### config.mk
export PLATFORM = sky130hd
export DESIGN_NAME = camo_key_cell_array_flat
export DESIGN_NICKNAME = d
export VERILOG_FILES = /design/src/rtl/camo_key_cell_array_if.sv /design/src/rtl/camo_key_cell_array.sv /design/src/flat_wrapper.sv
export SDC_FILE = /design/constraint.sdc
export NUM_CORES = 1
export LEC_CHECK = 0
export ABC_AREA = 1
export CAP_MARGIN = 5
export CORE_MARGIN = 5
export CORE_UTILIZATION = 25
export CTS_CLUSTER_DIAMETER = 60
export DETAILED_ROUTE_END_ITERATION = 8
export GPL_TIMING_DRIVEN = 0
export PLACE_DENSITY = 0.47
export REMOVE_ABC_BUFFERS = 1
export SYNTH_ARGS = -nofsm -noshare
export SYNTH_HDL_FRONTEND = slang
export SYNTH_SLANG_ARGS = --single-unit
### constraint.sdc
create_clock -name clk -period 2.45 [get_ports clk]
set_clock_uncertainty 0.2 [all_clocks]
set_input_delay 0.3675 -clock clk [delete_from_list [all_inputs] [get_ports clk]]
set_output_delay 0.3675 -clock clk [all_outputs]
set_load 0.01 [all_outputs]
### src/rtl/camo_key_cell_array_if.sv
// Key-provisioning and operand/result signals of the camouflaged cell array.
// Key beats move on key_valid & key_ready; operands are fire-and-forget, no backpressure.
interface camo_key_cell_array_if #(
  parameter int NUM_CELLS = 6
);
  logic                 key_load;
  logic                 key_bit;
  logic                 key_valid;
  logic                 key_ready;
  logic                 in_valid;
  logic [NUM_CELLS-1:0] cell_a;
  logic [NUM_CELLS-1:0] cell_b;
  logic                 out_valid;
  logic [NUM_CELLS-1:0] out_y;
  logic                 armed;
  logic                 key_fail;

  modport master (
    output key_load, key_bit, key_valid, in_valid, cell_a, cell_b,
    input  key_ready, out_valid, out_y, armed, key_fail
  );

  modport slave (
    input  key_load, key_bit, key_valid, in_valid, cell_a, cell_b,
    output key_ready, out_valid, out_y, armed, key_fail
  );
endinterface

### src/rtl/camo_key_cell_array.sv
// Keyed array of camouflaged 2-input cells; serial MSB-first key plus even-parity bit arms it.
// Operand-to-result latency 1 cycle; key_ready only in LOAD, operands are never backpressured.
module camo_key_cell_array #(
  parameter int NUM_CELLS = 6
) (
  input  logic                   clk,
  input  logic                   rst_n,
  camo_key_cell_array_if.slave   bus
);
  localparam int KEY_W = 2 * NUM_CELLS;
  localparam int CNT_W = $clog2(KEY_W + 2);

  typedef enum logic [2:0] {
    S_IDLE,
    S_LOAD,
    S_CHECK,
    S_ARMED,
    S_FAIL
  } state_t;

  state_t               r_state;
  state_t               w_state_nxt;
  logic [KEY_W-1:0]     r_key_sr;
  logic [KEY_W-1:0]     r_key_reg;
  logic [CNT_W-1:0]     r_cnt;
  logic                 r_par;
  logic                 r_armed;
  logic                 r_key_fail;
  logic                 r_out_valid;
  logic [NUM_CELLS-1:0] r_out_y;

  logic                 w_start;
  logic                 w_beat;
  logic                 w_par_ok;
  logic [NUM_CELLS-1:0] w_f;

  // key_load outranks a coincident key beat, which is therefore dropped
  assign w_start  = bus.key_load & (r_state != S_CHECK);
  assign w_beat   = bus.key_valid & (r_state == S_LOAD) & ~bus.key_load;
  assign w_par_ok = ~(^{r_key_sr, r_par});

  always_comb begin
    w_state_nxt = r_state;
    case (r_state)
      S_IDLE, S_ARMED, S_FAIL: begin
        if (bus.key_load) w_state_nxt = S_LOAD;
      end
      S_LOAD: begin
        if (bus.key_load)                            w_state_nxt = S_LOAD;
        else if (w_beat && r_cnt == CNT_W'(KEY_W))   w_state_nxt = S_CHECK;
      end
      S_CHECK: w_state_nxt = w_par_ok ? S_ARMED : S_FAIL;
      default: w_state_nxt = S_IDLE;
    endcase
  end

  always_comb begin
    w_f = '0;
    for (int i = 0; i < NUM_CELLS; i++) begin
      case (r_key_reg[2*i +: 2])
        2'b00:   w_f[i] = ~(bus.cell_a[i] & bus.cell_b[i]);
        2'b01:   w_f[i] = ~(bus.cell_a[i] | bus.cell_b[i]);
        2'b10:   w_f[i] = bus.cell_a[i] ^ bus.cell_b[i];
        default: w_f[i] = bus.cell_a[i] & bus.cell_b[i];
      endcase
    end
  end

  always_ff @(posedge clk or negedge rst_n) begin
    if (!rst_n) begin
      r_state    <= S_IDLE;
      r_key_sr   <= '0;
      r_key_reg  <= '0;
      r_cnt      <= '0;
      r_par      <= 1'b0;
      r_armed    <= 1'b0;
      r_key_fail <= 1'b0;
    end else begin
      r_state <= w_state_nxt;
      r_armed <= (w_state_nxt == S_ARMED);
      if (w_start) begin
        r_key_sr   <= '0;
        r_cnt      <= '0;
        r_key_fail <= 1'b0;
      end else if (w_beat) begin
        if (r_cnt < CNT_W'(KEY_W)) r_key_sr <= {r_key_sr[KEY_W-2:0], bus.key_bit};
        else                       r_par    <= bus.key_bit;
        r_cnt <= r_cnt + 1'b1;
      end else if (r_state == S_CHECK) begin
        if (w_par_ok) r_key_reg  <= r_key_sr;
        else          r_key_fail <= 1'b1;
      end
    end
  end

  // an operand beat in the key_load cycle still sees armed=1 and the old key
  always_ff @(posedge clk or negedge rst_n) begin
    if (!rst_n) begin
      r_out_valid <= 1'b0;
      r_out_y     <= '0;
    end else begin
      r_out_valid <= bus.in_valid & r_armed;
      if (bus.in_valid) r_out_y <= r_armed ? w_f : '0;
    end
  end

  assign bus.key_ready = (r_state == S_LOAD);
  assign bus.out_valid = r_out_valid;
  assign bus.out_y     = r_out_y;
  assign bus.armed     = r_armed;
  assign bus.key_fail  = r_key_fail;
endmodule

### src/flat_wrapper.sv
// flat-port wrapper written by rule: the top's interface ports become plain ports
module camo_key_cell_array_flat 
#(
  parameter int NUM_CELLS = 6
)
  (clk, rst_n, bus_key_load, bus_key_bit, bus_key_valid, bus_in_valid, bus_cell_a, bus_cell_b, bus_key_ready, bus_out_valid, bus_out_y, bus_armed, bus_key_fail);
  camo_key_cell_array_if #(.NUM_CELLS(NUM_CELLS)) bus_i ();
  input  logic clk;
  input  logic rst_n;
  input wire logic [$bits(bus_i.key_load)-1:0] bus_key_load;
  input wire logic [$bits(bus_i.key_bit)-1:0] bus_key_bit;
  input wire logic [$bits(bus_i.key_valid)-1:0] bus_key_valid;
  input wire logic [$bits(bus_i.in_valid)-1:0] bus_in_valid;
  input wire logic [$bits(bus_i.cell_a)-1:0] bus_cell_a;
  input wire logic [$bits(bus_i.cell_b)-1:0] bus_cell_b;
  output wire logic [$bits(bus_i.key_ready)-1:0] bus_key_ready;
  output wire logic [$bits(bus_i.out_valid)-1:0] bus_out_valid;
  output wire logic [$bits(bus_i.out_y)-1:0] bus_out_y;
  output wire logic [$bits(bus_i.armed)-1:0] bus_armed;
  output wire logic [$bits(bus_i.key_fail)-1:0] bus_key_fail;
  assign bus_i.key_load = bus_key_load;
  assign bus_i.key_bit = bus_key_bit;
  assign bus_i.key_valid = bus_key_valid;
  assign bus_i.in_valid = bus_in_valid;
  assign bus_i.cell_a = bus_cell_a;
  assign bus_i.cell_b = bus_cell_b;
  assign bus_key_ready = bus_i.key_ready;
  assign bus_out_valid = bus_i.out_valid;
  assign bus_out_y = bus_i.out_y;
  assign bus_armed = bus_i.armed;
  assign bus_key_fail = bus_i.key_fail;
  camo_key_cell_array #(.NUM_CELLS(NUM_CELLS)) u_core (.clk(clk), .rst_n(rst_n), .bus(bus_i));
endmodule
# Word-level counts from Yosys, hierarchy flattened

Cells that the tools add are included.

Muxes and demuxes: 21
Order comparisons: 1
Bitwise operators: 39
Reduce and logical (&&, ||, !) cells: 18
Add/subtract/negate cells: 1
Eq/ne operators: 20

Operator list:

| kind                | number |
|---|---|
| $mux 12             | 3 |
| $pmux 1 s3          | 6 |
| $not 1->1           | 17 |
| $reduce_xor 13->1   | 1 |
| $eq 2x1->1 const B  | 6 |
| $eq 2x2->1 const B  | 6 |
| $logic_not 2->1     | 6 |
| $mux 3              | 4 |
| $and 1x1->1         | 10 |
| $eq 3x2->1 const B  | 3 |
| $pmux 3 s3          | 1 |
| $mux 4              | 2 |
| $reduce_bool 2->1   | 4 |
| $mux 6              | 1 |
| $or 1x1->1          | 6 |
| $reduce_and 3->1    | 2 |
| $xor 1x1->1         | 6 |
| $add 4x1->4 const B | 1 |
| $eq 4x4->1 const B  | 1 |
| $lt 4x4->1 const B  | 1 |
| $mux 1              | 4 |
| $reduce_and 4->1    | 1 |
| $eq 3x1->1 const B  | 1 |
| $eq 3x3->1 const B  | 1 |
| other kinds (6)     | 6 |

Word-level logic and storage cells: 109
Flip-flop bits (word level): 41
Output and inout port bits: 10
Input port bits: 18

# Depth between registers and ports, before layout

Word-level depth: 8
Mapped depth: 13

# Worst setup path before layout

No wires, ideal clock.

Kind: register to register
Start: reg u_core.r_state[1]
End: reg u_core.r_key_sr[10]
Data arrival time: 1251 ps
Data required time: 2125 ps
Cell stages (with the launch flop): 8
Slack: 873 ps
Buffers on the path: 1
Library setup time: 125 ps
Path through: dfrtp_1 inv_1 nand2_2 nor3_4 nand2_2 nand2_1 buf_6 o22ai_1

Cells in the longest elaborated chain, start to end: 5
Elaborated cells between the ends (all ways): 9

RTL lines:

| element                            | line                      | text |
|---|---|---|
| from (decl)                        | camo_key_cell_array.sv:21 | `state_t r_state;` |
| from (signal assigned)             | camo_key_cell_array.sv:79 | `r_state <= w_state_nxt;` |
| $eq 3x1->1                         | camo_key_cell_array.sv:39 | `assign w_beat = bus.key_valid & (r_state == S_LOAD) & ~bus.key_load;` |
| $and 1x1->1 (2 in series)          | camo_key_cell_array.sv:39 |  |
| $reduce_bool 2->1 (no source line) | --                        |  |
| $reduce_and 2->1 (no source line)  | --                        |  |
| to (signal assigned)               | camo_key_cell_array.sv:86 | `if (r_cnt < CNT_W'(KEY_W)) r_key_sr <= {r_key_sr[KEY_W-2:0], bus.key_bit};` |
| to (decl)                          | camo_key_cell_array.sv:23 | `logic [KEY_W-1:0] r_key_sr;` |

Parallel ways exist; a longest one is shown, timed or not.
A chain may end at the register's enable or synchronous reset.

# Worst setup path in the final report

Start: reg u_core.r_state[1]
End: out bus_key_ready

Cells in the longest elaborated chain, start to end: 1

RTL lines:

| element    | line                       | text |
|---|---|---|
| $eq 3x1->1 | camo_key_cell_array.sv:107 | `assign bus.key_ready = (r_state == S_LOAD);` |
| to (decl)  | flat_wrapper.sv:16         | `output wire logic [$bits(bus_i.key_ready)-1:0] bus_key_ready;` |

Every way passes these cells.

==> flow_summary_export.csv <==
group,metric,value,unit
synthesis,yosysWarnings,0,
timing,tns,0,ns
final_layout,diodes,0,
die,die_h,106.2,microns
final_layout,drive_gt1_frac,0.08615,
clocking,cts_root_buffer,"clkbuf_8",
final_layout,register_area,1026,sq um
placement,place_hpwl,3554,microns
final_layout,final_area,2805,sq um
pwr,p_leak,1.387,nW
hold_path,hp-class,"flip-flop to flip-flop",
grt,grt_usage,0.09268,
timing,relSlewSlack,0.5692,
synthesis,syn_area,2312,sq um
die,core,9109,sq um
final_layout,fin_nets,357,
grt,overflow,0,
hold_path,hp-start,"u_core.bus.key_fail",
critical_path,worstSetupStartpointType,"flip-flop",
clocking,clock_latency,0.29,ns
pwr,p_per_area,544.0,nW/um^2
grt,antenna_found_initial,0,
die,rows,35,
critical_path,crit-reg2reg-launch,"u_core.r_state[1]",
drt,routed_via_density,4.342,
synthesis,ys_seq_area_frac,0.4437,
timing,finalCritPeriodShare,0.8877,
clocking,cts.clk_slew.worst_paths,0.08,ns
run,drv_cap,0,
grt,grt_pass1_vias,1918,
timing,hold_viol,0,
grt,grt_max_degree,24,
synthesis,avgSynthCellArea,7.865,sq um
placement,globalplace.congestion,0.7537,
drt,drc,0,
die,dieArea,11270,sq um
hold_path,whs_path_depth,2,
placement,placed_cell_area,2691,sq um
clocking,cts.path.max_buffers,2,
die,initial_core_util,0.2538,
clocking,cts_tree,"built",
synthesis,synth-seq-cells,41,
clocking,cts_sinks,41,
status,outcome,"complete, no violations",
critical_path,worstPathArrival,1.61,ns
timing,finalSetupViolCount,0,
final_layout,fillers,994,
synthesis,synthArstFlopShare,1.000,
critical_path,r2r_cells,6,
critical_path,r2r_slack,0.32,ns
critical_path,endpoint_kind,"primary output",
critical_path,cp.required,1.88,ns
timing,slew_viol_final,0,
timing,min_period,2.175,ns
final_layout,layout.cells.non_filler,436,
drt,drt-pass1-iter-count,6,
hold_path,hold_end,"u_core.bus.key_fail",
clocking,cts_buffers,5,
final_layout,syn_to_final_growth,21.32,%
clocking,cts_max_level,2,
synthesis,synth_edf_count,0,
die,io_pins,28,
critical_path,timing.rr.end,"u_core.r_key_sr[11]",
synthesis,synth_cell_types,23,
timing,tightestPinTransition,0.6441,ns
drt,avgRoutedWirePerCell,10.81,microns
critical_path,crit_type,"flip-flop to primary output",
synthesis,syn-instance-count,294,
die,die_x,106.2,microns
grt,grt_pass1_wl,8700,microns
drt,drtIter0Drc,90,
timing,rsz0062_at_grt,"no",
drt,dr_total_vias,1893,
drt,ant_nets,0,
placement,post-place-cells,428,
placement,io_buffer_count,27,
timing,fmax,459.8,MHz
final_layout,multi_input_area,1050,sq um
critical_path,cp_max_fo,4,
pwr,peakVddDrop,0.1842,mV
drt,finalWirelength,4714,microns
synthesis,synthFlopType,"dfrtp_1",
## cell usage in the layout (no fill, tap or decap)
cell type / count
clkdlybuf4s50_1: 26
buf_12: 1
buf_2: 1
inv_2: 9
nand3_2: 1
nand2_2: 5
nand2_4: 2
o211ai_1: 6
o21ai_1: 1
clkinv_2: 1
a22o_1: 1
nand4_1: 1
nand3_1: 23
o22ai_1: 11
clkbuf_8: 5
bufinv_16: 1
nand2_1: 96
nor2_1: 4
ha_1: 14
o21ai_0: 19
dlygate4sd3_1: 1
a21oi_1: 9
xnor2_1: 1
dfrtp_1: 41
inv_1: 42
nor3_4: 2
nor3_1: 1
## cells by family (layout without fill, tap and decap cells)
| logic type | Yosys count | after routing | share of synthesized area |
|---|---|---|---|
| DFF | 41 | 41 | 0.4437 |
| and+or+nand+nor | 135 | 135 | 0.2587 |
| adders and majority gates | 14 | 14 | 0.07576 |
| AOI/OAI and AO/OA | 47 | 47 | 0.1158 |
| buffers and inverters | 56 | 87 | 0.1023 |
| xor gates and xnor gates | 1 | 1 | 0.003789 |
## worst max-delay path, stage by stage (launching register included)
cell and delay, ns:
dfrtp_1 0.37, inv_1 0.16, nand2_2 0.10, nor2_1 0.13
clkdlybuf4s50_1 0.55
## layout make-up
class                   count  share of cell area
repair buffers             29              0.1053
clock buffers               5             0.02453
clock inverters             2             0.01249
multi-input cells         197              0.3742
inverters                  51             0.06824
well taps                 111             0.04951
flip-flops and latches     41              0.3657
## power by group
part / internal [mW] / switching [mW] / leakage [nW]
Combinational: 0.104 / 0.157 / 0.769
Clock: 0.296 / 0.241 / 0.0540
Sequential: 0.697 / 0.0296 / 0.564
Total: 1.10 / 0.428 / 1.39
## what timing repair did
item | 4_1_cts | 5_1_grt
resized for setup | 0 | 0
hold buffers | 1 | 0
setup endpoints to repair | 0 | 0
endpoints found under the hold margin | 18 | 0
setup buffers | 0 | 0
## metal layers
layer,global-route usage,wire length [microns],vias to the layer above
li1,-,-,1000
met1,0.1176,2268,858
met2,0.1534,2149,29
met3,0.02368,227,6
met4,0.03053,68,0
met5,0,0,-
## how the worst max path moves through the flow
stage,slack (ns),depth (start not counted),endpoint,start
5_1_grt,0.14,7,u_core.r_key_sr[1],bus_key_load
3_5_place_dp,-0.008,7,u_core.r_key_sr[4],bus_key_load
2_1_floorplan,0.72,6,u_core.r_key_sr[0],u_core.r_state[1]
3_3_place_gp,-0.38,1,u_core.bus.key_fail,rst_n
6_report,0.28,4,bus_key_ready,u_core.r_state[1]
4_1_cts,0.25,4,bus_key_ready,u_core.r_state[1]
## synthesized netlist by cell type (2+ instances only)
cell type / number / area share
o211ai_1: 6 / 0.019
inv_1: 42 / 0.068
o22ai_1: 11 / 0.030
nand2_4: 2 / 0.0097
inv_2: 9 / 0.015
ha_1: 14 / 0.076
a21oi_1: 9 / 0.019
nand2_2: 5 / 0.014
o21ai_0: 19 / 0.041
nor3_4: 2 / 0.014
nand3_1: 23 / 0.050
buf_6: 3 / 0.015
nor2_1: 4 / 0.0065
dfrtp_1: 41 / 0.44
nand2_1: 96 / 0.16
## metrics by stage
stage | util | total power, mW | hold WS (ns) | worst slack [ns]
2_1_floorplan | - | 0.8977 | -0.1281 | 0.7242
3_3_place_gp | 0.2938 | 1.002 | 0.2691 | -0.3819
3_5_place_dp | 0.2955 | 1.006 | 0.1545 | -0.007954
4_1_cts | 0.3080 | 1.554 | 0.2917 | 0.2475
5_1_grt | 0.3080 | 1.617 | 0.3021 | 0.1414
6_report | 0.3080 | 1.526 | 0.2828 | 0.2752
No activity file was read; power rests on OpenSTA's default activity.
